**src/rtl/vc_output_arbiter_if.sv**
```systemverilog
// Link-side bundle between the per-VC output buffers, the output arbiter
// and the downstream credit-return path of one switch output port.
interface vc_output_arbiter_if #(
  parameter int unsigned NUM_VCS     = 2,
  parameter int unsigned BUFFER_SIZE = 8
);
  localparam int unsigned CNT_W = $clog2(BUFFER_SIZE + 1);
  localparam int unsigned VC_W  = (NUM_VCS > 1) ? $clog2(NUM_VCS) : 1;

  logic [NUM_VCS-1:0]       req;
  logic [NUM_VCS-1:0]       head;
  logic [NUM_VCS-1:0]       tail;
  logic                     link_ready;
  logic [NUM_VCS-1:0]       credit_granted;
  logic [NUM_VCS-1:0]       grant;
  logic                     send;
  logic [NUM_VCS*CNT_W-1:0] credits;
  logic                     lock_valid;
  logic [VC_W-1:0]          locked_vc;
  logic                     credit_err;

  modport master (
    output req, head, tail, link_ready, credit_granted,
    input  grant, send, credits, lock_valid, locked_vc, credit_err
  );

  modport slave (
    input  req, head, tail, link_ready, credit_granted,
    output grant, send, credits, lock_valid, locked_vc, credit_err
  );
endinterface

```
**src/rtl/vc_output_arbiter.sv**
```systemverilog
// Output-port scheduler: credit-based, round-robin VC arbitration with a
// wormhole lock that holds the link for a VC until its tail flit is sent.
module vc_output_arbiter #(
  parameter int unsigned NUM_VCS     = 2,
  parameter int unsigned BUFFER_SIZE = 8
) (
  input  logic               clk,
  input  logic               n_rst,
  vc_output_arbiter_if.slave bus
);
  localparam int unsigned CNT_W = $clog2(BUFFER_SIZE + 1);
  localparam int unsigned VC_W  = (NUM_VCS > 1) ? $clog2(NUM_VCS) : 1;
  localparam logic [CNT_W-1:0] CNT_MAX = CNT_W'(BUFFER_SIZE);

  typedef enum logic {IDLE = 1'b0, LOCKED = 1'b1} state_t;

  state_t                   state_q, state_d;
  logic [VC_W-1:0]          locked_vc_q, locked_vc_d;
  logic [VC_W-1:0]          rr_ptr_q, rr_ptr_d;
  logic [CNT_W-1:0]         cnt_q [NUM_VCS];
  logic [CNT_W-1:0]         cnt_d [NUM_VCS];
  logic                     err_q, err_d;
  logic [NUM_VCS-1:0]       elig;
  logic [NUM_VCS-1:0]       grant_c;
  logic [VC_W-1:0]          gnt_idx;
  logic                     gnt_any;
  logic [NUM_VCS*CNT_W-1:0] credits_flat;
  int unsigned              scan_idx;

  // Under a lock only the owner may go, and it ignores the head bit.
  always_comb begin
    elig = '0;
    for (int unsigned v = 0; v < NUM_VCS; v++) begin
      elig[v] = bus.req[v] & bus.link_ready & (cnt_q[v] != '0) &
                ((state_q == LOCKED) ? (VC_W'(v) == locked_vc_q) : bus.head[v]);
    end
  end

  // Zero-latency grant: owner when locked, else first eligible from rr_ptr.
  always_comb begin
    grant_c  = '0;
    gnt_idx  = '0;
    gnt_any  = 1'b0;
    scan_idx = 0;
    if (state_q == LOCKED) begin
      if (elig[locked_vc_q]) begin
        grant_c[locked_vc_q] = 1'b1;
        gnt_idx              = locked_vc_q;
        gnt_any              = 1'b1;
      end
    end else begin
      for (int unsigned i = 0; i < NUM_VCS; i++) begin
        scan_idx = 32'(rr_ptr_q) + i;
        if (scan_idx >= NUM_VCS) scan_idx = scan_idx - NUM_VCS;
        if (!gnt_any && elig[VC_W'(scan_idx)]) begin
          grant_c[VC_W'(scan_idx)] = 1'b1;
          gnt_idx                  = VC_W'(scan_idx);
          gnt_any                  = 1'b1;
        end
      end
    end
  end

  // Lock FSM and round-robin pointer; the pointer moves only on packet completion.
  always_comb begin
    state_d     = state_q;
    locked_vc_d = locked_vc_q;
    rr_ptr_d    = rr_ptr_q;
    case (state_q)
      IDLE: begin
        if (gnt_any && bus.head[gnt_idx] && !bus.tail[gnt_idx]) begin
          state_d     = LOCKED;
          locked_vc_d = gnt_idx;
        end
      end
      LOCKED: begin
        if (gnt_any && bus.tail[gnt_idx]) state_d = IDLE;
      end
      default: state_d = IDLE;
    endcase
    if (gnt_any && bus.tail[gnt_idx]) begin
      rr_ptr_d = (32'(gnt_idx) == NUM_VCS - 1) ? '0 : gnt_idx + VC_W'(1);
    end
  end

  // Credit counters; a return that would exceed the buffer depth is dropped and flagged.
  always_comb begin
    err_d = err_q;
    for (int unsigned v = 0; v < NUM_VCS; v++) begin
      cnt_d[v] = cnt_q[v];
      case ({grant_c[v], bus.credit_granted[v]})
        2'b10: cnt_d[v] = cnt_q[v] - CNT_W'(1);
        2'b01: begin
          if (cnt_q[v] == CNT_MAX) err_d = 1'b1;
          else                     cnt_d[v] = cnt_q[v] + CNT_W'(1);
        end
        default: cnt_d[v] = cnt_q[v];
      endcase
    end
  end

  always_ff @(posedge clk or negedge n_rst) begin
    if (!n_rst) begin
      state_q     <= IDLE;
      locked_vc_q <= '0;
      rr_ptr_q    <= '0;
      err_q       <= 1'b0;
      for (int unsigned v = 0; v < NUM_VCS; v++) cnt_q[v] <= CNT_MAX;
    end else begin
      state_q     <= state_d;
      locked_vc_q <= locked_vc_d;
      rr_ptr_q    <= rr_ptr_d;
      err_q       <= err_d;
      for (int unsigned v = 0; v < NUM_VCS; v++) cnt_q[v] <= cnt_d[v];
    end
  end

  always_comb begin
    credits_flat = '0;
    for (int unsigned v = 0; v < NUM_VCS; v++) begin
      credits_flat[v*CNT_W +: CNT_W] = cnt_q[v];
    end
  end

  assign bus.grant      = grant_c;
  assign bus.send       = gnt_any;
  assign bus.credits    = credits_flat;
  assign bus.lock_valid = (state_q == LOCKED);
  assign bus.locked_vc  = locked_vc_q;
  assign bus.credit_err = err_q;

endmodule

```
**src/flat_wrapper.sv**
```systemverilog
// flat-port wrapper written by rule: the top's interface ports become plain ports
module vc_output_arbiter_flat 
#(
  parameter int unsigned NUM_VCS     = 2,
  parameter int unsigned BUFFER_SIZE = 8
)
  (clk, n_rst, bus_req, bus_head, bus_tail, bus_link_ready, bus_credit_granted, bus_grant, bus_send, bus_credits, bus_lock_valid, bus_locked_vc, bus_credit_err);
  vc_output_arbiter_if #(.NUM_VCS(NUM_VCS), .BUFFER_SIZE(BUFFER_SIZE)) bus_i ();
  input  logic clk;
  input  logic n_rst;
  input wire logic [$bits(bus_i.req)-1:0] bus_req;
  input wire logic [$bits(bus_i.head)-1:0] bus_head;
  input wire logic [$bits(bus_i.tail)-1:0] bus_tail;
  input wire logic [$bits(bus_i.link_ready)-1:0] bus_link_ready;
  input wire logic [$bits(bus_i.credit_granted)-1:0] bus_credit_granted;
  output wire logic [$bits(bus_i.grant)-1:0] bus_grant;
  output wire logic [$bits(bus_i.send)-1:0] bus_send;
  output wire logic [$bits(bus_i.credits)-1:0] bus_credits;
  output wire logic [$bits(bus_i.lock_valid)-1:0] bus_lock_valid;
  output wire logic [$bits(bus_i.locked_vc)-1:0] bus_locked_vc;
  output wire logic [$bits(bus_i.credit_err)-1:0] bus_credit_err;
  assign bus_i.req = bus_req;
  assign bus_i.head = bus_head;
  assign bus_i.tail = bus_tail;
  assign bus_i.link_ready = bus_link_ready;
  assign bus_i.credit_granted = bus_credit_granted;
  assign bus_grant = bus_i.grant;
  assign bus_send = bus_i.send;
  assign bus_credits = bus_i.credits;
  assign bus_lock_valid = bus_i.lock_valid;
  assign bus_locked_vc = bus_i.locked_vc;
  assign bus_credit_err = bus_i.credit_err;
  vc_output_arbiter #(.NUM_VCS(NUM_VCS), .BUFFER_SIZE(BUFFER_SIZE)) u_core (.clk(clk), .n_rst(n_rst), .bus(bus_i));
endmodule
```
**config.mk**
```make
export PLATFORM = sky130hd
export DESIGN_NAME = vc_output_arbiter_flat
export DESIGN_NICKNAME = d
export VERILOG_FILES = /design/src/rtl/vc_output_arbiter_if.sv /design/src/rtl/vc_output_arbiter.sv /design/src/flat_wrapper.sv
export SDC_FILE = /design/constraint.sdc
export NUM_CORES = 1
export LEC_CHECK = 0
export ABC_AREA = 1
export CAP_MARGIN = 25
export CORE_MARGIN = 4
export CORE_UTILIZATION = 42
export DETAILED_ROUTE_END_ITERATION = 8
export PLACE_DENSITY = 0.73
export SETUP_SLACK_MARGIN = 0.05
export SLEW_MARGIN = 20
export SYNTH_ARGS = -nofsm -noshare
export SYNTH_HDL_FRONTEND = slang
export SYNTH_SLANG_ARGS = --single-unit
export TNS_END_PERCENT = 30
```
**constraint.sdc**
```tcl
create_clock -name clk -period 1.9 [get_ports clk]
set_input_delay 0.285 -clock clk [delete_from_list [all_inputs] [get_ports clk]]
set_output_delay 0.285 -clock clk [all_outputs]
set_load 0.02 [all_outputs]
```
-- Yosys cells after proc, flatten, opt, wreduce, memory -nomap -nowiden
Index checks and enable logic that the tools add are counted.
- flip-flop bits (word level): 12
- word-level logic and storage cells: 104
- bits of input ports: 11
- output and inout bits: 14
- bitwise logic cells: 9
- equal/unequal tests: 8
- add/subtract/negate cells: 8
- multiplexer cells: 48
- magnitude comparators: 9
- reductions and logical operators: 16
- operators with widths (kind ; count):
    $mux W1 ; 35
    $pmux W4 S2 ; 2
    $mux W2 ; 5
    $add A4 B1 Y4 const B ; 2
    $eq A4 B4 Y1 const B ; 2
    $lt A1 B2 Y1 const B ; 4
    $mux W4 ; 2
    $reduce_bool A4 Y1 ; 2
    $sub A4 B1 Y4 const B ; 2
    $logic_and A1 B1 Y1 ; 7
    $and A1 B1 Y1 ; 6
    $reduce_and A2 Y1 ; 3
    $eq A2 B1 Y1 const B ; 2
    $eq A2 B2 Y1 const B ; 2
    $ne A2 B2 Y1 const B ; 2
    $reduce_bool A2 Y1 ; 2
    $demux W1 S1 ; 3
    $ge A1 B1 Y1 const B ; 3
    $add A1 B1 Y2 const B ; 1
    $ge A1 B2 Y1 const B ; 1
    $ge A2 B2 Y1 const B ; 1
    $logic_not A1 Y1 ; 2
    $not A1 Y1 ; 2
    $or A2 B2 Y2 ; 1
    3 further kinds ; 4

-- Longest topological paths before layout
Gate-level depths: netlist of the first run.
- depth in word-level cells: 17
- mapped depth: 13
- gate-level depth less buffers: 13

-- Worst setup path after synthesis of the first run
Ideal clock, no wire load.
- kind: register to register
- start: reg u_core.cnt_q (netlist bit u_core.bus.credits[3])
- end: reg u_core.cnt_q (netlist bit u_core.bus.credits[7])
- library setup time: 61 ps
- stages on the path, launching flop included: 13
- data arrival time: 2119 ps
- period minus slack after synthesis: 2180 ps
- setup slack: -280 ps
- buffers on the path: 0
- data required time: 1839 ps
- path through: dfstp_2 nor2_1 nand2_1 nand3_2 o21ai_4 nand2_1 ha_1 a21oi_1 nand2_1 nand3b_1 nand3_1 nand2_1 nand2_1
- word-level cells in the longest chain between the ends: 14
- elaborated cells between the ends (all ways): 25
- those cells by class: eq/ne (3); mux (14); bitwise (3); reduce/logical (5)
- RTL lines (item ; line ; text):
    start, declared ; vc_output_arbiter.sv:20 ; logic [CNT_W-1:0] cnt_q [NUM_VCS];
    $reduce_bool A4 Y1 * ; vc_output_arbiter.sv:34 ; elig[v] = bus.req[v] & bus.link_ready & (cnt_q[v] != '0) &
    $and A1 B1 Y1 * (2 in a row) ; vc_output_arbiter.sv:34 ;
    $mux W1 (implied by the code) (2 in a row) ; vc_output_arbiter.sv:55 ; if (!gnt_any && elig[VC_W'(scan_idx)]) begin
    $mux W1 ; vc_output_arbiter.sv:55 ;
    $mux W1 ; vc_output_arbiter.sv:45 ; if (state_q == LOCKED) begin
    $logic_not A1 Y1 ; vc_output_arbiter.sv:55 ;
    $logic_and A1 B1 Y1 ; vc_output_arbiter.sv:55 ;
    $mux W2 ; vc_output_arbiter.sv:55 ;
    $mux W2 * ; vc_output_arbiter.sv:45 ;
    $eq A2 B1 Y1 or $eq A2 B2 Y1 (tied branches) ; vc_output_arbiter.sv:91 ; case ({grant_c[v], bus.credit_granted[v]})
    $ne A2 B2 Y1 (no source line) or $reduce_bool A2 Y1 (tied branches) ; n/a ;
    $reduce_and A2 Y1 (no source line) ; n/a ;
Mark *: on every way between the ends. The rest lies on a longest branch, timed or not. The select of a mux whose other input is x is not followed.
A chain may end at the register's enable or synchronous reset.

-- Final worst setup path of the first run
Same ends and word-level chain as after synthesis.

==> results of run 1 <==
-- worst paths after layout --
kind	startpoint	endpoint	slack [ps]	depth (start not counted)
min	n_rst	u_core.bus.credit_err$_DFF_PN0_	380	1
max in group asynchronous	n_rst	u_core.bus.lock_valid$_DFF_PN0_	1140	1
max reg2reg	u_core.bus.credits[3]$_DFFE_PN1P_	u_core.bus.credits[7]$_DFFE_PN1P_	-50	12
min in group clk	u_core.bus.credit_err$_DFF_PN0_	u_core.bus.credit_err$_DFF_PN0_	500	2
max	u_core.bus.credits[3]$_DFFE_PN1P_	u_core.bus.credits[7]$_DFFE_PN1P_	-50	12
min reg2reg	u_core.bus.credit_err$_DFF_PN0_	u_core.bus.credit_err$_DFF_PN0_	500	2
-- critical path, cell delays in order, from the launching register on --
cell,delay (ps)
dfstp_2,540
nor2_1,40
nand2_1,110
nand3_2,110
o21ai_4,180
nand2_4,100
ha_4,240
a21oi_2,110
nand2_1,60
nand3b_1,180
nand3_1,110
nand2_1,60
nand2_1,50
-- per-layer routing --
metal	track usage (%)	up-vias	part of all wire, %
met2	32.0	23	50
met4	7.66	0	0.51
met3	4.23	4	4.8
met1	20.8	420	45
met5	0	-	0
li1	-	471	-
-- Yosys cell counts --
cell and count:
o211ai_1 2, fa_1 2, dfrtp_1 10, nand3_1 9
nand2_1 29, nor2_1 7, nand4_1 5, nor2_2 1
nand2_2 4, inv_1 14, nor2_4 1, o221ai_1 1
nand3b_1 1, ha_1 4, o21ai_4 1, nand2_4 1
inv_2 1, xor2_1 4, nand3_2 2, a21oi_1 4
o21ai_1 3, o21ai_0 3, dfstp_2 2
-- cell families (layout without fill, tap and decap cells) --
| group | Yosys count | after routing | share of synthesized area, % |
|---|---|---|---|
| xor gates and xnor gates | 4 | 4 | 4.04 |
| AOI/OAI and AO/OA | 14 | 14 | 10.4 |
| and+or+nand+nor | 60 | 60 | 33.8 |
| buffers and inverters | 15 | 66 | 6.49 |
| adders and majority gates | 6 | 6 | 10.4 |
| DFF | 12 | 12 | 34.9 |
-- per-stage QoR --
step	TNS (ps)	cell area (sq um)	worst slack, ps	util [%]
floorplan	-224	891	-123	-
detailed placement	-2040	1320	-335	67.4
global placement	-1850	1320	-310	67.4
CTS	-21.9	1380	-11.1	70.5
finish	-54.3	1440	-54.3	73.3
global route	-308	1440	-157	73.3
-- timing repair --
item / CTS / global route
resized for setup: 19 / 13
buffers inserted: 3 / 0
setup endpoints to repair: 7 / 8
hold buffers: 0 / 0
pin swaps: 11 / 0
cloned: 0 / 0
-- cell type report --
class                      instances  area share (%)
tap                               27            2.35
clock buffer                       3            1.57
inverter                          15            3.91
sequential                        12            21.0
multi-input combinational         84            41.9
timing repair buffer              48            29.2
-- cell usage in the layout (no fill, tap or decap), types with 5 or more instances in the layout --
master / instances
buf_4: 24
clkdlybuf4s50_1: 20
dfrtp_1: 10
inv_1: 14
nand2_1: 25
nand2_2: 6
nand3_1: 7
nand4_1: 5
nor2_1: 5
-- where the power goes --
part / leakage (nW) / internal, mW / switching, mW / total [mW]
clock network: 0.0138 / 0.0733 / 0.0890 / 0.162
registers: 0.140 / 0.388 / 0.0880 / 0.476
logic: 0.545 / 0.764 / 0.811 / 1.57
total: 0.698 / 1.23 / 0.988 / 2.21
-- registers in the layout, summed over array words and instances, names as in the netlist --
name and flops:
u_core.bus.lock_valid 1, u_core.rr_ptr_q 1, u_core.bus.credits 8, u_core.bus.credit_err 1
u_core.bus.locked_vc 1
==> results.yml, run 1 <==
place:
  gp_congestion: 0.859
  hpwl_mm: 1.76
  port_buffers: 24
  dp_cells: 183
hold_path:
  hp-class: "in2async"
cells_and_area:
  multi_input_area_sq_um: 603
  layout.cells.non_filler: 189
  nets: 181
  layout-drive-gt1-share_pct: 35.8
  fill_cells: 165
  register_area_sq_um: 303
  syn_to_final_growth_pct: 65.9
  diodes: 0
detailed_routing:
  drtPass1Iterations: 4
  drtIter0Drc: 17
  wl_per_cell_um: 12.4
  detailroute.via_count: 918
  vias_per_cell: 4.86
  drt_wl_total_mm: 2.35
  final_antenna_net_count: 0
  drcViolationCount: 0
grt:
  gr-total-overflow: 0
  grt_max_degree: 13
  grtUsageTotal_pct: 18.3
  grt_pass1_vias: 982
  grt_first_pass_wirelength_mm: 3.80
  antenna_found_initial: 0
outcome:
  violations: "negative setup slack"
  outcome: "finished with violations"
synthesis:
  synthTopCellsByArea: "dfrtp_1 29%, nand2_1 13%, dfstp_2 6.1%"
  ys_ff_latch: 12
  syn_nets: 128
  yosys_warnings: 0
  yosys.cell_types.count: 23
  synth_area_sq_um: 867
  synth_area_per_cell_sq_um: 7.81
  synth_cells: 111
  ys_seq_area_share_pct: 34.9
  yosysTopAreaCell: "dfrtp_1"
  yosysTopAreaCellShare_pct: 28.9
clock_network:
  insertion_delay_ps: 270
  htree_num_levels: 1
  cts_buffers: 3
  cts_tree: "yes"
  clkTransAtPathRegs_ps: 80
  clk_path_buf_depth: 2
  cts-root-buf: "clkbuf_4"
  cts.sinks: 12
timing:
  worstMarginPinSlew_ps: 581
  max_freq_mhz: 512
  fin_skew_ps: 3.06
  period_minus_slack_ps: 1950
  rsz0062_at_grt: "true"
  min_period_over_period_pct: 103
  setup_ws_ps: -54.3
  maxSlewViolCount: 0
  report.final.hold_viol_count: 0
  finalSetupViolations: 1
  slew_headroom_pct: 61.1
  whs_ps: 379
power:
  finalPower_mw: 2.21
  peakVddDrop_uv: 1000
  p_leak_nw: 0.698
  power_density_nw_per_um2: 1540
floorplan:
  die-area_sq_um: 2860
  start_util_pct: 44.2
  core_sq_um: 1960
  fp.dieH_um: 53.4
  die_w_um: 53.4
  rows: 16
  io_pins: 25
setup_path:
  crit_path_max_fanout: 4
  required_ps: 2120
  path_class: "reg2reg"
  start_kind: "flop"
  endpoint_kind: "flop"
  worstPathArrival_ps: 2170
job:
  maxCapViolCount: 0
(Power assumes the default switching activity.)
==> run 2: changes to the inputs <==
--- a/config.mk
+++ b/config.mk
@@ -10,6 +10,7 @@
 export CORE_MARGIN = 4
 export CORE_UTILIZATION = 42
 export DETAILED_ROUTE_END_ITERATION = 8
+export GPL_ROUTABILITY_DRIVEN = 0
 export PLACE_DENSITY = 0.73
 export SETUP_SLACK_MARGIN = 0.05
 export SLEW_MARGIN = 20
==> results of run 2 <==
Final layout, timing and power as in run 1 (identical DEF).
==> run 3: changes to the inputs <==
--- a/config.mk
+++ b/config.mk
@@ -9,6 +9,7 @@
 export CAP_MARGIN = 25
 export CORE_MARGIN = 4
 export CORE_UTILIZATION = 42
+export CTS_BUF_LIST = sky130_fd_sc_hd__clkbuf_16
 export DETAILED_ROUTE_END_ITERATION = 8
 export GPL_ROUTABILITY_DRIVEN = 0
 export PLACE_DENSITY = 0.73
==> run 3 against run 2 <==
  * The flow still finishes with violations (negative setup slack)
  * Clock power up 130%
  * Clock skew down 2.1 ps
  * Via count decreased by 0.11%
  * Sequential share of layout area shrank 0.31 points
  * First-iteration DRC count decreased by 12%
  * Worst setup slack worse by 48 ps
  * Wire length up 4.9%
  * Maximum frequency down 2.4%
==> results.yml, run 3 (synthesis gave the netlist of run 1 again) <==
outcome:
  outcome: "finished with violations"
  violations: "negative setup slack"
clock_network:
  clk_path_buf_depth: 2
  htree_num_levels: 1
  cts-root-buf: "clkbuf_16"
  cts_buffers: 3
  clkTransAtPathRegs_ps: 40
  insertion_delay_ps: 240
  cts.sinks: 12
  cts_tree: "yes"
detailed_routing:
  met1_length_mm: 1.04
  wl_met3_um: 152
  vias_per_cell: 4.88
  drcViolationCount: 0
  drtIter0Drc: 15
  met2_length_mm: 1.23
  detailroute.via_count: 917
  drt_wl_total_mm: 2.46
  top_layer: "met4"
  final_antenna_net_count: 0
  drtPass1Iterations: 4
  wl_per_cell_um: 13.1
power:
  finalPower_mw: 2.40
  sequentialPowerShare_pct: 20.0
  peakVddDrop_uv: 1030
  p_switching_mw: 0.997
  p_sw_share_pct: 41.6
  clkPwrFrac_pct: 15.8
  power_density_nw_per_um2: 1640
  pwr-share-comb_pct: 64.2
  p_leak_nw: 0.705
  p_int_mw: 1.40
cells_and_area:
  fin_util_pct: 74.4
  layout-drive-gt1-share_pct: 34.8
  mostFrequentLayoutCells: "26 x nand2_1, 24 x buf_4, 21 x clkdlybuf4s50_1, 14 x inv_1, 10 x dfrtp_1"
  multi_input_area_sq_um: 592
  syn_to_final_growth_pct: 68.4
  nets: 180
  final_common_cell: "nand2_1"
  register_area_sq_um: 303
  fill_cells: 153
  largest_register_ffs: 8
  diodes: 0
job:
  maxCapViolCount: 0
grt:
  antenna_found_initial: 0
  grt_max_degree: 13
  grt_first_pass_wirelength_mm: 3.91
  grt_pass1_vias: 980
  grtUsageTotal_pct: 18.9
  gr-total-overflow: 0
timing:
  min_period_over_period_pct: 105
  slew_headroom_pct: 61.6
  worstMarginPinSlew_ps: 574
  max_freq_mhz: 499
  finalSetupViolations: 2
  report.final.hold_viol_count: 0
  rsz0062_at_grt: "true"
  period_minus_slack_ps: 2000
  setup_ws_ps: -103
  maxSlewViolCount: 0
  fin_skew_ps: 0.919
floorplan:
  start_util_pct: 44.2
  rows: 16
  io_pins: 25
  core_sq_um: 1960
  fp.dieH_um: 53.4
  die_w_um: 53.4
  die-area_sq_um: 2860
setup_path:
  path_class: "reg2reg"
  required_ps: 2080
  endpoint_kind: "flop"
  crit_path_max_fanout: 4
  start_kind: "flop"
  worstPathArrival_ps: 2180
place:
  hpwl_mm: 1.76
  port_buffers: 24
hold_path:
  hp-class: "in2async"
-- run 3: area by class of cell --
class / count / area share [%]
tap: 27 / 2.31
sequential: 12 / 20.7
inverter: 15 / 3.86
timing repair buffer: 47 / 27.4
multi-input combinational: 84 / 40.5
clock buffer: 3 / 5.14
-- run 3: worst max-delay path, cell delays in order (launching register included) --
cell and delay [ps]:
dfstp_2 530, nor2_1 50, nand2_1 110, nand4_1 120, nand2_2 140, nand2_4 80
buf_4 150, ha_4 150, a21oi_2 180, nand4_1 180, nand3_1 140, nand2_1 50
nand2_1 50
-- run 3: what timing repair did --
item	CTS	global route
setup buffers	2	0
hold buffers	0	0
resized for setup	16	11
setup endpoints to repair	7	6
pin swaps	8	3
-- run 3: through the flow --
stage	cell area [sq um]	TNS (ps)	cells	hold slack [ps]	setup slack [ps]
after floorplan	891	-224	111	-10.6	-123
after global placement	1320	-1850	183	476	-310
after detailed placement	1320	-2040	183	474	-335
after CTS	1420	-19.7	188	443	-12.2
after global routing	1460	-400	188	477	-218
final	1460	-138	188	420	-103
-- run 3: layer usage --
layer | vias to the layer above | global-route usage, %
met4 | 0 | 5.53
met1 | 414 | 21.3
met2 | 31 | 33.7
li1 | 468 | -
met5 | - | 0
met3 | 4 | 5.63
-- run 3: power by group through the flow --
stage               clock network (mW)  logic, mW  registers (mW)
global placement                     0       1.37           0.473
finish                           0.378       1.54           0.479
global route                     0.401       1.67           0.494
CTS                              0.387       1.44           0.478
detailed placement                   0       1.40           0.475
floorplan                            0      0.588           0.666
-- run 3: path summary, 6_finish.rpt --
kind,start,endpoint,slack [ps],depth (start not counted)
worst max register to register,u_core.bus.credits[7]$_DFFE_PN1P_,u_core.bus.credits[3]$_DFFE_PN1P_,-100,12
worst min-delay path,n_rst,u_core.bus.credits[5]$_DFFE_PN0P_,420,1
worst min register to register,u_core.bus.locked_vc$_DFFE_PN0P_,u_core.bus.locked_vc$_DFFE_PN0P_,510,2
max in group asynchronous,n_rst,u_core.bus.credits[0]$_DFFE_PN0P_,1110,1
min in group clk,u_core.bus.locked_vc$_DFFE_PN0P_,u_core.bus.locked_vc$_DFFE_PN0P_,510,2
worst max-delay path,u_core.bus.credits[7]$_DFFE_PN1P_,u_core.bus.credits[3]$_DFFE_PN1P_,-100,12
==> edit: new RTL, settings of run 1 <==
Make the reset (`n_rst`) synchronous in one clocked block.
--- a/src/rtl/vc_output_arbiter.sv
+++ b/src/rtl/vc_output_arbiter.sv
@@ -99,7 +99,7 @@
     end
   end
 
-  always_ff @(posedge clk or negedge n_rst) begin
+  always_ff @(posedge clk) begin
     if (!n_rst) begin
       state_q     <= IDLE;
       locked_vc_q <= '0;
Check against the original RTL: differs if n_rst is asserted again (counterexample within 4 cycles, from zero or initial values and one cycle with n_rst low); with n_rst held inactive, the same outputs for 10 cycles.
==> edit against run 1 <==
First-iteration DRC count rose by 94%; design area up 1.8%; global-route usage increased by 2.2 points; synthesized cell count rose by 13%; largest cell class unchanged; non-clock buffer count down 1; area after synthesis fell by 1.9%; worst setup slack better by 0.080 ns; total power is 30% lower; wire length grew 11%; clock skew is 0.0023 ns lower; sequential cell count unchanged; via count grew 8.6%.
==> edit: results (changes against run 1) <==
Status
  • Status: finished, final reports clean

Route
  • First DRT Iteration DRCs: 33 (+16)
  • Met3 Routed Length: 115 µm (+1.8%)
  • Met2 wire length: 1380 µm (+18%)
  • Via-per-instance ratio: 4.94 (+1.6%)
  • Met1 Routed Length: 1060 µm (+1.0%)

Synth
  • Ys async rst share: 0 (-1.00)
  • Dominant synthesized flop cell: dfxtp_1
  • Post-synth top area cell: dfxtp_1
  • Mapped Nets: 142 (+11%)
  • Post-Syn Instances: 125 (+13%)

Power
  • Seq pwr share: 0.255 (+0.040)
  • Leakage: 0.676 nW (-3.2%)
  • Highest ir drop seen on vdd: 0.803 mV (-20%)
  • Part of the power in combinational logic: 0.635 (-0.077)
  • Switching Share: 0.427 (-0.0194)

Cells and area
  • Layout cells sized above 1: 0.400 (+0.0420)
  • Post-Layout Cell Count: 202 (+6.9%)

Worst setup path
  • Critical-path top delay cell: dfxtp_4
  • Crit path largest cell delay: 0.36 ns (-0.18 ns)
  • R2r setup slk: 0.03 ns (+0.08 ns)
  • Capture point of the critical path: u_core.cnt_q[0][3]$_SDFFE_PN1P_

Timing
  • Setup Skew: 0.000718 ns (-0.00234 ns)

Place
  • Placer Congestion: 0.829 (-3.4%)

GRT
  • Gr usage total: 0.204 (+0.0217)
  • Vias in the first global route: 945 (-3.8%)

Hold path
  • Worst min-delay path class: flip-flop to flip-flop
[edit: cell count changes in the layout (fill, tap and decap cells not counted), moves of 4 or more]
cell / run 1 / this run
dfrtp_1: 10 / 0
nand2_1: 25 / 19
dfxtp_4: 0 / 4
a21oi_1: 2 / 6
clkdlybuf4s50_1: 20 / 16
dlygate4sd2_1: 0 / 5
nor2_1: 5 / 13
dfxtp_2: 0 / 6
[edit: critical path, delay by kind of cell (launching register included)]
kind | cells | cell delay [ns]
flops | 1 | 0.36
compound gates | 1 | 0.14
fa+ha+maj | 1 | 0.26
simple gates | 10 | 0.99
[edit: logic make-up (layout without fill, tap and decap cells)]
group           count (synthesis)  after routing  share of synthesized area
simple gates                   64             64                      0.347
compound gates                 21             21                      0.147
buf+inv                        19             69                     0.0853
flops                          12             12                      0.282
fa+ha+maj                       6              6                      0.106
xor+xnor                        2              2                     0.0206
mux                             1              1                     0.0118
[edit: timing repair]
action	in CTS	in global routing
endpoints found under the setup margin	9	8
pin swaps	20	23
setup buffers	3	3
resized for setup	19	17
[edit: layout make-up]
type / count / area [µm²]
Clock buffer: 4 / 26.3
Fill cell: 164 / 477
Inverter: 18 / 67.6
Multi-Input combinational cell: 94 / 671
Sequential cell: 12 / 263
Tap cell: 27 / 33.8
Timing Repair Buffer: 47 / 404
[edit: through the flow]
stage          setup TNS, ns  total power [W]  worst slack, ns  cell area, µm²
6_report                   0          0.00155           0.0258            1470
5_1_grt               -0.172          0.00168          -0.0963            1470
4_1_cts                    0          0.00147           0.0366            1390
3_5_place_dp           -2.95          0.00125           -0.428            1290
3_3_place_gp           -2.60          0.00122           -0.409            1290
2_1_floorplan              0         0.000886           0.0417             890
[edit: layer usage]
layer,track usage,vias up
met3,0.0394,8
met2,0.368,32
met5,0,-
li1,-,515
met4,0.0766,0
met1,0.235,442
